### src/rtl/alu_issue_ctrl.sv
// -----------------------------------------------------------------------------
// alu_issue_ctrl
//
// Purpose:
//   Issue/sequencing controller for a small 16-bit accumulator-style core.
//   It accepts one instruction at a time and drives the external register
//   file, ALU and data cache. It then writes the result back and returns to
//   IDLE for the next instruction. The flow is IDLE -> EXEC -> (MEM) -> (WB)
//   -> IDLE. HLT parks the block in HALT until reset.
//
// Instruction word:
//   opcode[15:12] rs[11:10] rt[9:8] rd[7:6] func[5:0] imm[7:0]
//   Supported opcodes and functions:
//     ADI=4, ORI=5, LHI=6, LWD=7, SWD=8
//     opcode 15 with the following funcs:
//       ADD..SHR = 0..7
//       WWD      = 28
//       HLT      = 29
//   Any other combination is flagged as illegal.
//
// Ports:
//   clk, reset_n              clock, synchronous active-low reset
//   inst_valid/inst_ready     instruction handshake (ready only in IDLE)
//   inst[15:0]                instruction word
//   rf_raddr1/2, rf_rdata1/2  asynchronous register-file read port (rs / rt)
//   alu_a/b, alu_opcode,      operands and operation for the external
//   alu_func, alu_c           combinational ALU, and its result
//   mem_req/we/addr/wdata,    data-cache request; held stable until mem_ack
//   mem_rdata, mem_ack
//   rf_we/waddr/wdata         register write-back port (one-cycle strobe)
//   output_port               value captured by WWD
//   halted                    set once HLT executes
//   illegal                   one-cycle pulse in EXEC for unsupported instr.
//   num_inst (optional)       retired-instruction counter
//
// Configuration:
//   RETIRE_CNT_EN  when defined, adds the 16-bit num_inst output. It counts
//                  every instruction that retires (illegal ones included)
//                  and wraps at 0xFFFF.
// -----------------------------------------------------------------------------
module alu_issue_ctrl (
    input  logic        clk,
    input  logic        reset_n,
    input  logic        inst_valid,
    output logic        inst_ready,
    input  logic [15:0] inst,
    output logic [1:0]  rf_raddr1,
    output logic [1:0]  rf_raddr2,
    input  logic [15:0] rf_rdata1,
    input  logic [15:0] rf_rdata2,
    output logic [15:0] alu_a,
    output logic [15:0] alu_b,
    output logic [3:0]  alu_opcode,
    output logic [5:0]  alu_func,
    input  logic [15:0] alu_c,
    output logic        mem_req,
    output logic        mem_we,
    output logic [15:0] mem_addr,
    output logic [15:0] mem_wdata,
    input  logic [15:0] mem_rdata,
    input  logic        mem_ack,
    output logic        rf_we,
    output logic [1:0]  rf_waddr,
    output logic [15:0] rf_wdata,
    output logic [15:0] output_port,
    output logic        halted,
    output logic        illegal
`ifdef RETIRE_CNT_EN
    ,
    output logic [15:0] num_inst
`endif
);

    localparam logic [3:0] OP_ADI   = 4'd4;
    localparam logic [3:0] OP_ORI   = 4'd5;
    localparam logic [3:0] OP_LHI   = 4'd6;
    localparam logic [3:0] OP_LWD   = 4'd7;
    localparam logic [3:0] OP_SWD   = 4'd8;
    localparam logic [3:0] OP_RTYPE = 4'd15;

    localparam logic [5:0] FUNC_SHR = 6'd7;
    localparam logic [5:0] FUNC_WWD = 6'd28;
    localparam logic [5:0] FUNC_HLT = 6'd29;

    typedef enum logic [2:0] {IDLE, EXEC, MEM, WB, HALT} state_t;

    // Instruction class, decided once at acceptance, so EXEC only has to
    // look at a few bits to pick its next state.
    typedef enum logic [2:0] {
        CLS_ALU, CLS_LOAD, CLS_STORE, CLS_WWD, CLS_HALT, CLS_ILL
    } cls_t;

    state_t      state;
    cls_t        ir_cls;
    logic [15:0] ir;
    logic [15:0] result;
    logic [15:0] store_data;
    logic [7:0]  imm;

    // Sort a raw instruction word into one of the classes the sequencer
    // handles. R-type funcs 0..7 are the plain ALU operations.
    function automatic cls_t classify(input logic [15:0] w);
        cls_t c;
        case (w[15:12])
            OP_ADI, OP_ORI, OP_LHI: c = CLS_ALU;
            OP_LWD:                 c = CLS_LOAD;
            OP_SWD:                 c = CLS_STORE;
            OP_RTYPE: begin
                if (w[5:0] <= FUNC_SHR)      c = CLS_ALU;
                else if (w[5:0] == FUNC_WWD) c = CLS_WWD;
                else if (w[5:0] == FUNC_HLT) c = CLS_HALT;
                else                         c = CLS_ILL;
            end
            default:                c = CLS_ILL;
        endcase
        return c;
    endfunction

    assign imm = ir[7:0];

    // The handshake is only offered from IDLE. It is also masked while reset
    // is asserted, so ready stays low for the whole reset window.
    assign inst_ready = (state == IDLE) && reset_n;

    // The register file and ALU are combinational, so their addresses and
    // operands come straight from the latched instruction. They are
    // meaningful during EXEC, which is when the result is captured.
    assign rf_raddr1  = ir[11:10];
    assign rf_raddr2  = ir[9:8];
    assign alu_opcode = ir[15:12];
    assign alu_func   = ir[5:0];
    assign alu_a      = rf_rdata1;

    // The second ALU operand depends on the instruction format. R-type uses
    // rt. Address and add-immediate forms sign-extend the immediate. The
    // logical/upper-immediate forms zero-extend it.
    always_comb begin
        alu_b = rf_rdata2;
        case (ir[15:12])
            OP_ADI, OP_LWD, OP_SWD: alu_b = {{8{imm[7]}}, imm};
            OP_ORI, OP_LHI:         alu_b = {8'h00, imm};
            default:                alu_b = rf_rdata2;
        endcase
    end

    // The memory address and store data are held in registers captured at
    // the end of EXEC. This keeps them stable for however long the cache
    // takes to respond. R-type instructions write rd; immediate forms and
    // loads write rt.
    assign mem_addr  = result;
    assign mem_wdata = store_data;
    assign rf_waddr  = (ir[15:12] == OP_RTYPE) ? ir[7:6] : ir[9:8];
    assign rf_wdata  = result;

    // Main sequencer. All control strobes are registers set on the edge
    // that enters the state where they belong:
    //   illegal  high only in EXEC
    //   mem_req  high only in MEM
    //   rf_we    high only in WB
    // rf_we and illegal default back to 0 every cycle, which makes them
    // one-cycle pulses. mem_req/mem_we are held explicitly until the ack.
    always_ff @(posedge clk) begin
        if (!reset_n) begin
            state       <= IDLE;
            ir_cls      <= CLS_ILL;
            ir          <= 16'h0000;
            result      <= 16'h0000;
            store_data  <= 16'h0000;
            output_port <= 16'h0000;
            halted      <= 1'b0;
            illegal     <= 1'b0;
            rf_we       <= 1'b0;
            mem_req     <= 1'b0;
            mem_we      <= 1'b0;
        end else begin
            illegal <= 1'b0;
            rf_we   <= 1'b0;
            case (state)
                IDLE: begin
                    if (inst_valid) begin
                        ir      <= inst;
                        ir_cls  <= classify(inst);
                        illegal <= (classify(inst) == CLS_ILL);
                        state   <= EXEC;
                    end
                end
                EXEC: begin
                    result     <= alu_c;
                    store_data <= rf_rdata2;
                    case (ir_cls)
                        CLS_ALU: begin
                            rf_we <= 1'b1;
                            state <= WB;
                        end
                        CLS_LOAD, CLS_STORE: begin
                            mem_req <= 1'b1;
                            mem_we  <= (ir_cls == CLS_STORE);
                            state   <= MEM;
                        end
                        CLS_WWD: begin
                            output_port <= rf_rdata1;
                            state       <= IDLE;
                        end
                        CLS_HALT: begin
                            halted <= 1'b1;
                            state  <= HALT;
                        end
                        default: state <= IDLE;
                    endcase
                end
                MEM: begin
                    if (mem_ack) begin
                        mem_req <= 1'b0;
                        mem_we  <= 1'b0;
                        if (ir_cls == CLS_LOAD) begin
                            result <= mem_rdata;
                            rf_we  <= 1'b1;
                            state  <= WB;
                        end else begin
                            state <= IDLE;
                        end
                    end
                end
                WB:      state <= IDLE;
                HALT:    state <= HALT;
                default: state <= IDLE;
            endcase
        end
    end

`ifdef RETIRE_CNT_EN
    logic retire;

    // An instruction retires on the cycle it leaves the pipeline for good:
    //   - WWD, HLT and illegal instructions leave directly from EXEC
    //   - stores leave from MEM on the ack
    //   - everything that writes back leaves from WB
    assign retire = ((state == EXEC) &&
                     ((ir_cls == CLS_WWD) || (ir_cls == CLS_HALT) || (ir_cls == CLS_ILL))) ||
                    ((state == MEM) && mem_ack && (ir_cls == CLS_STORE)) ||
                    (state == WB);

    // Free-running retire counter. It wraps naturally at 16 bits.
    always_ff @(posedge clk) begin
        if (!reset_n) begin
            num_inst <= 16'h0000;
        end else if (retire) begin
            num_inst <= num_inst + 16'd1;
        end
    end
`endif

endmodule

### config.mk
export PLATFORM = sky130hd
export DESIGN_NAME = alu_issue_ctrl
export DESIGN_NICKNAME = d
export VERILOG_FILES = /design/src/rtl/alu_issue_ctrl.sv
export SDC_FILE = /design/constraint.sdc
export NUM_CORES = 1
export LEC_CHECK = 0
export ABC_CLOCK_PERIOD_IN_PS = 1700
export CAP_MARGIN = 20
export CORE_MARGIN = 2
export CORE_UTILIZATION = 36
export DETAILED_ROUTE_END_ITERATION = 6
export GPL_TIMING_DRIVEN = 0
export HOLD_SLACK_MARGIN = 0.06
export MAX_ROUTING_LAYER = met4
export PLACE_DENSITY = 0.79
export SYNTH_ARGS = -nofsm -noshare
export SYNTH_HDL_FRONTEND = slang
export SYNTH_SLANG_ARGS = --single-unit
export TNS_END_PERCENT = 100
### constraint.sdc
create_clock -name clk -period 1.7 [get_ports clk]
set_clock_uncertainty 0.1 [all_clocks]
set_input_delay 0.255 -clock clk [delete_from_list [all_inputs] [get_ports clk]]
set_output_delay 0.255 -clock clk [all_outputs]
set_load 0.02 [all_outputs]
Word level (Yosys, flattened, before mapping)
Cells that the tools add are included.
Widths: inputs -> output; s select.
{ "classes": {"muxes": 26, "eq_ne": 26, "order_cmp": 1, "n_reduce_logical": 15} }
{ "ops": {"columns": ["cell", "count"], "rows": [
  ["$pmux 16 s2", 2],
  ["$eq 4x3->1 const B", 8],
  ["$mux 16", 2],
  ["$pmux 3 s4", 2],
  ["$mux 3", 7],
  ["$eq 4x4->1 const B", 4],
  ["$eq 6x5->1 const B", 2],
  ["$eq 3x2->1 const B", 3],
  ["$eq 3x3->1 const B", 3],
  ["$pmux 3 s3", 1],
  ["$reduce_and 3->1", 3],
  ["$ne 2x2->1 const B", 4],
  ["$reduce_and 2->1", 4],
  ["$mux 1", 7],
  ["$eq 3x1->1 const B", 2],
  ["$le 6x3->1 const B", 1],
  ["$logic_not 3->1", 2],
  ["$pmux 1 s2", 3],
  ["$reduce_or 3->1", 2],
  ["$mux 2", 2],
  ["$reduce_or 2->1", 2],
  ["$reduce_bool 2->1", 1],
  ["$logic_and 1x1->1", 1]
]} }
{ "totals": {"out_inout_bits": 118, "reg_bits": 75, "word_cells": 79, "in_bits": 84} }

Depth between registers and ports, before layout
{ "logic_depth": {"ltp_word": 9, "depth_mapped": 6} }

Worst setup path after synthesis
Ideal clock, no wire load.
{ "synth_path": {"kind": "register -> output", "start": "register ir[15]", "end": "output alu_b[1]", "stages_incl_launch_ff": 5, "required_ps": 1345, "slack_ps": -117, "t_arrival_ps": 1462, "path_cell_list": "dfxtp_1 nor4b_1 nor2_1 buf_2 mux2_2"} }
{ "synth_between": {"elab_chain_cells": 3, "word_cells_on_any_way": 8, "cone_classes": "eq/ne: 5; mux: 1; reduce/logical: 2"} }
{ "synth_lines": {"columns": ["element", "line", "source"], "rows": [
  ["from (decl)", "95", "logic [15:0] ir;"],
  ["from (signal assigned)", "181", "ir <= inst;"],
  ["$eq 4x3->1 / $eq 4x4->1 (equally long branches)", "139", "case (ir[15:12])"],
  ["$reduce_or 3->1 / $reduce_or 2->1 (equally long branches)", "139", null],
  ["$pmux 16 s2 *", "139", null],
  ["to (decl)", "52", "output logic [15:0] alu_b,"]
]} }
Every way passes the cells marked *; elsewhere a longest branch is shown, timed or not.

Worst setup path in the final report
{ "layout_path": {"start": "register ir[12]", "end": "output alu_b[7]"} }
The elaborated chain is that of the path after synthesis.

==> results_dict.tcl <==
set metrics [dict create \
    status "complete, but fails checks" \
    failed_checks "negative setup slack" \
    layout.nets 752 \
    initial_core_util_pct 37.14 \
    cts_made_buffers 9 \
    antenna_found_initial 0 \
    cts_buffer_depth 2 \
    place_area_mm2 0.006035 \
    synth-seq-cells 75 \
    wl_per_cell_um 15.88 \
    rsz0062_at_grt "true" \
    slew_viol_final 0 \
    cts_max_level 3 \
    fin_crit_ns 2.058 \
    cp-end-kind "output port" \
    power.static_leakage_nw 3.150 \
    worstSetupStartpointType "flip-flop" \
    die_x_um 107.4 \
    grt_max_degree 13 \
    netlist_area_mm2 0.003851 \
    grt_pass1_wl_um 18800 \
    yosys.area.top_type_share_pct 38.99 \
    netlist_instances 433 \
    io_pins 202 \
    drt-total-wl_um 12830 \
    drc 0 \
    path_clk_slew_ns 0.08 \
    cts_tree "done" \
    dr.pass1.iters 4 \
    area_delta_synth_final_pct 71.54 \
    cap_violations 0 \
    r2r_cells 4 \
    arrival_ns 1.70 \
    syn_area_per_cell_um2 8.894 \
    ys_seq_area_share_pct 38.99 \
    crit_path_end "alu_b[7]" \
    setup_viol 19 \
    grt_pass1_vias 4004 \
    synth-warning-count 0 \
    grtUsageTotal_pct 21.23 \
    fmax_ghz 0.4859 \
    clk_latency_ns 0.34 \
    die_h_um 107.4 \
    synth_fp_nets 517 \
    place_congestion 0.8500 \
    cp_data_required_time_ns 1.34 \
    synthTopCellsByArea "dfxtp_1 (39%), nand2_1 (12%), buf_4 (9.6%)" \
    hold_viol_final 0 \
    drive_gt1_share_pct 25.15 \
    hold_depth 3 \
    slew_headroom_pct 61.05 \
    core_area_mm2 0.01037 \
    nFillCells 850 \
    critPathKind "reg -> out" \
    synth_area_leader_cell "dfxtp_1" \
    die-area_mm2 0.01154 \
    place.port_buffers 200 \
    final_cell_area_mm2 0.006606 \
    crit_start "ir[12]" \
    drtIter0Drc 111 \
    ant_nets 0 \
    worst_slack_ns -0.3579 \
    synth_cell_types 45 \
    synth-main-ff-cell "dfxtp_1" \
    synthTopCellsByCount "nand2_1 (119), dfxtp_1 (75), buf_4 (49), a21boi_0 (38), mux2i_1 (19)" \
    diodes 0 \
    cts-root-buf "clkbuf_8" \
    hold_class "in -> reg" \
    cp_max_fo 6 \
    timing.rr.start "state[2]" \
    synthArstFlopShare_pct 0 \
    viasPerCell 4.900 \
    cts_sinks 75 \
    vias 3959 \
    rrSetupSlack_ns 0 \
    ir_drop_mv 0.5101 \
    post-route-period-util_pct 121.1 \
    grt_overflow 0 \
    dp_hpwl_um 9269 \
    max_slew.worst_pin.slew_ns 0.5761 \
    std_cell_rows 37 \
    power_density_mw_per_mm2 813.1 \
    worst_hold_slack_ns 0.2411 \
    synth_edf_count 0 \
    reg2reg_to "state[0]" \
    synth.most_common_cell "nand2_1" \
]
## flip-flops by register name, summed over array words and instances (netlist names)
| register | cells |
|---|---|
| halted | 1 |
| output_port | 16 |
| state | 3 |
| mem_addr | 16 |
| mem_wdata | 16 |
| illegal | 1 |
| mem_we | 1 |
| mem_req | 1 |
| ir_cls | 3 |
| rf_we | 1 |
| ir | 16 |
## power by group
group / switching (mW) / internal (mW) / leakage [nW]
sequential: 0.122 / 1.90 / 0.617
clock: 0.666 / 0.854 / 0.108
combinational: 0.882 / 0.952 / 2.43
total: 1.67 / 3.70 / 3.15
## cell usage in the layout, fill, tap and decap left out, types with 6 or more instances in the layout
master | synthesis | final
nand2_1 | 119 | 119
o211a_1 | 16 | 16
dlygate4sd2_1 | 0 | 58
a21o_1 | 8 | 8
clkdlybuf4s50_1 | 0 | 110
dfxtp_1 | 75 | 68
clkbuf_8 | 0 | 12
buf_2 | 10 | 6
mux2i_1 | 19 | 19
buf_4 | 49 | 70
buf_6 | 2 | 25
mux2_2 | 12 | 10
a21boi_0 | 38 | 34
a21boi_2 | 10 | 10
clkbuf_1 | 14 | 9
dlymetal6s2s_1 | 0 | 13
## stage by stage
step	utilization, %	setup TNS (ns)	worst slack, ns	cells	total power, mW
after CTS	61.79	-5.953	-0.3824	798	5.340
after floorplan	-	0	0.03556	433	2.969
after detailed placement	58.19	-24.66	-0.8416	769	3.827
after global routing	63.71	-7.234	-0.4298	808	5.606
final	63.71	-5.702	-0.3579	808	5.372
after global placement	58.19	-22.00	-0.8196	769	3.791
## area by class of cell
cell class	instances	area [um2]	area share [%]
Buffer	74	548.0	8.295
Clock buffer	10	137.6	2.083
Clock inverter	5	77.57	1.174
Inverter	1	3.754	0.05682
Multi-Input combinational cell	282	1949	29.51
Sequential cell	75	1520	23.01
Tap cell	136	170.2	2.576
Timing Repair Buffer	225	2200	33.30
## per-layer routing
metal  vias up  routed length, um  GRT usage, %
li1       1898                  -             -
met1      1858               5137         24.18
met2       182               6607         37.16
met3        21                855         3.390
met4         0                229         8.700
met5         -                  0             -
## worst max-delay path: stages (launching register included)
cell and delay [ns]:
dfxtp_4 0.37, nor4b_4 0.35, nor2_4 0.08, buf_6 0.15, mux2_2 0.28, buf_6 0.13
## worst min path at each step
stage,startpoint,to,slack [ns]
final,inst[15],ir[15],0.24
after global routing,inst[15],ir[15],0.28
after CTS,inst[15],ir[15],0.21
after detailed placement,output_port[12],output_port[12],0.36
after global placement,mem_wdata[7],mem_wdata[7],0.35
after floorplan,inst[14],ir_cls[1],0.30
## what timing repair did
item | in CTS | in global routing
hold buffers | 0 | 0
endpoints found under the setup margin | 126 | 66
setup buffers | 13 | 9
pin swaps | 6 | 8
resized for setup | 202 | 38
gates cloned | 2 | 1
## cells by family after synthesis
kind of cell	synth area share (%)
AOI/OAI and AO/OA	19.27
DFF	38.99
muxes	8.447
and+or+nand+nor	19.95
xor gates and xnor gates	0.4549
buffers and inverters	12.90
Note: power is estimated with default switching activity, not from simulation.
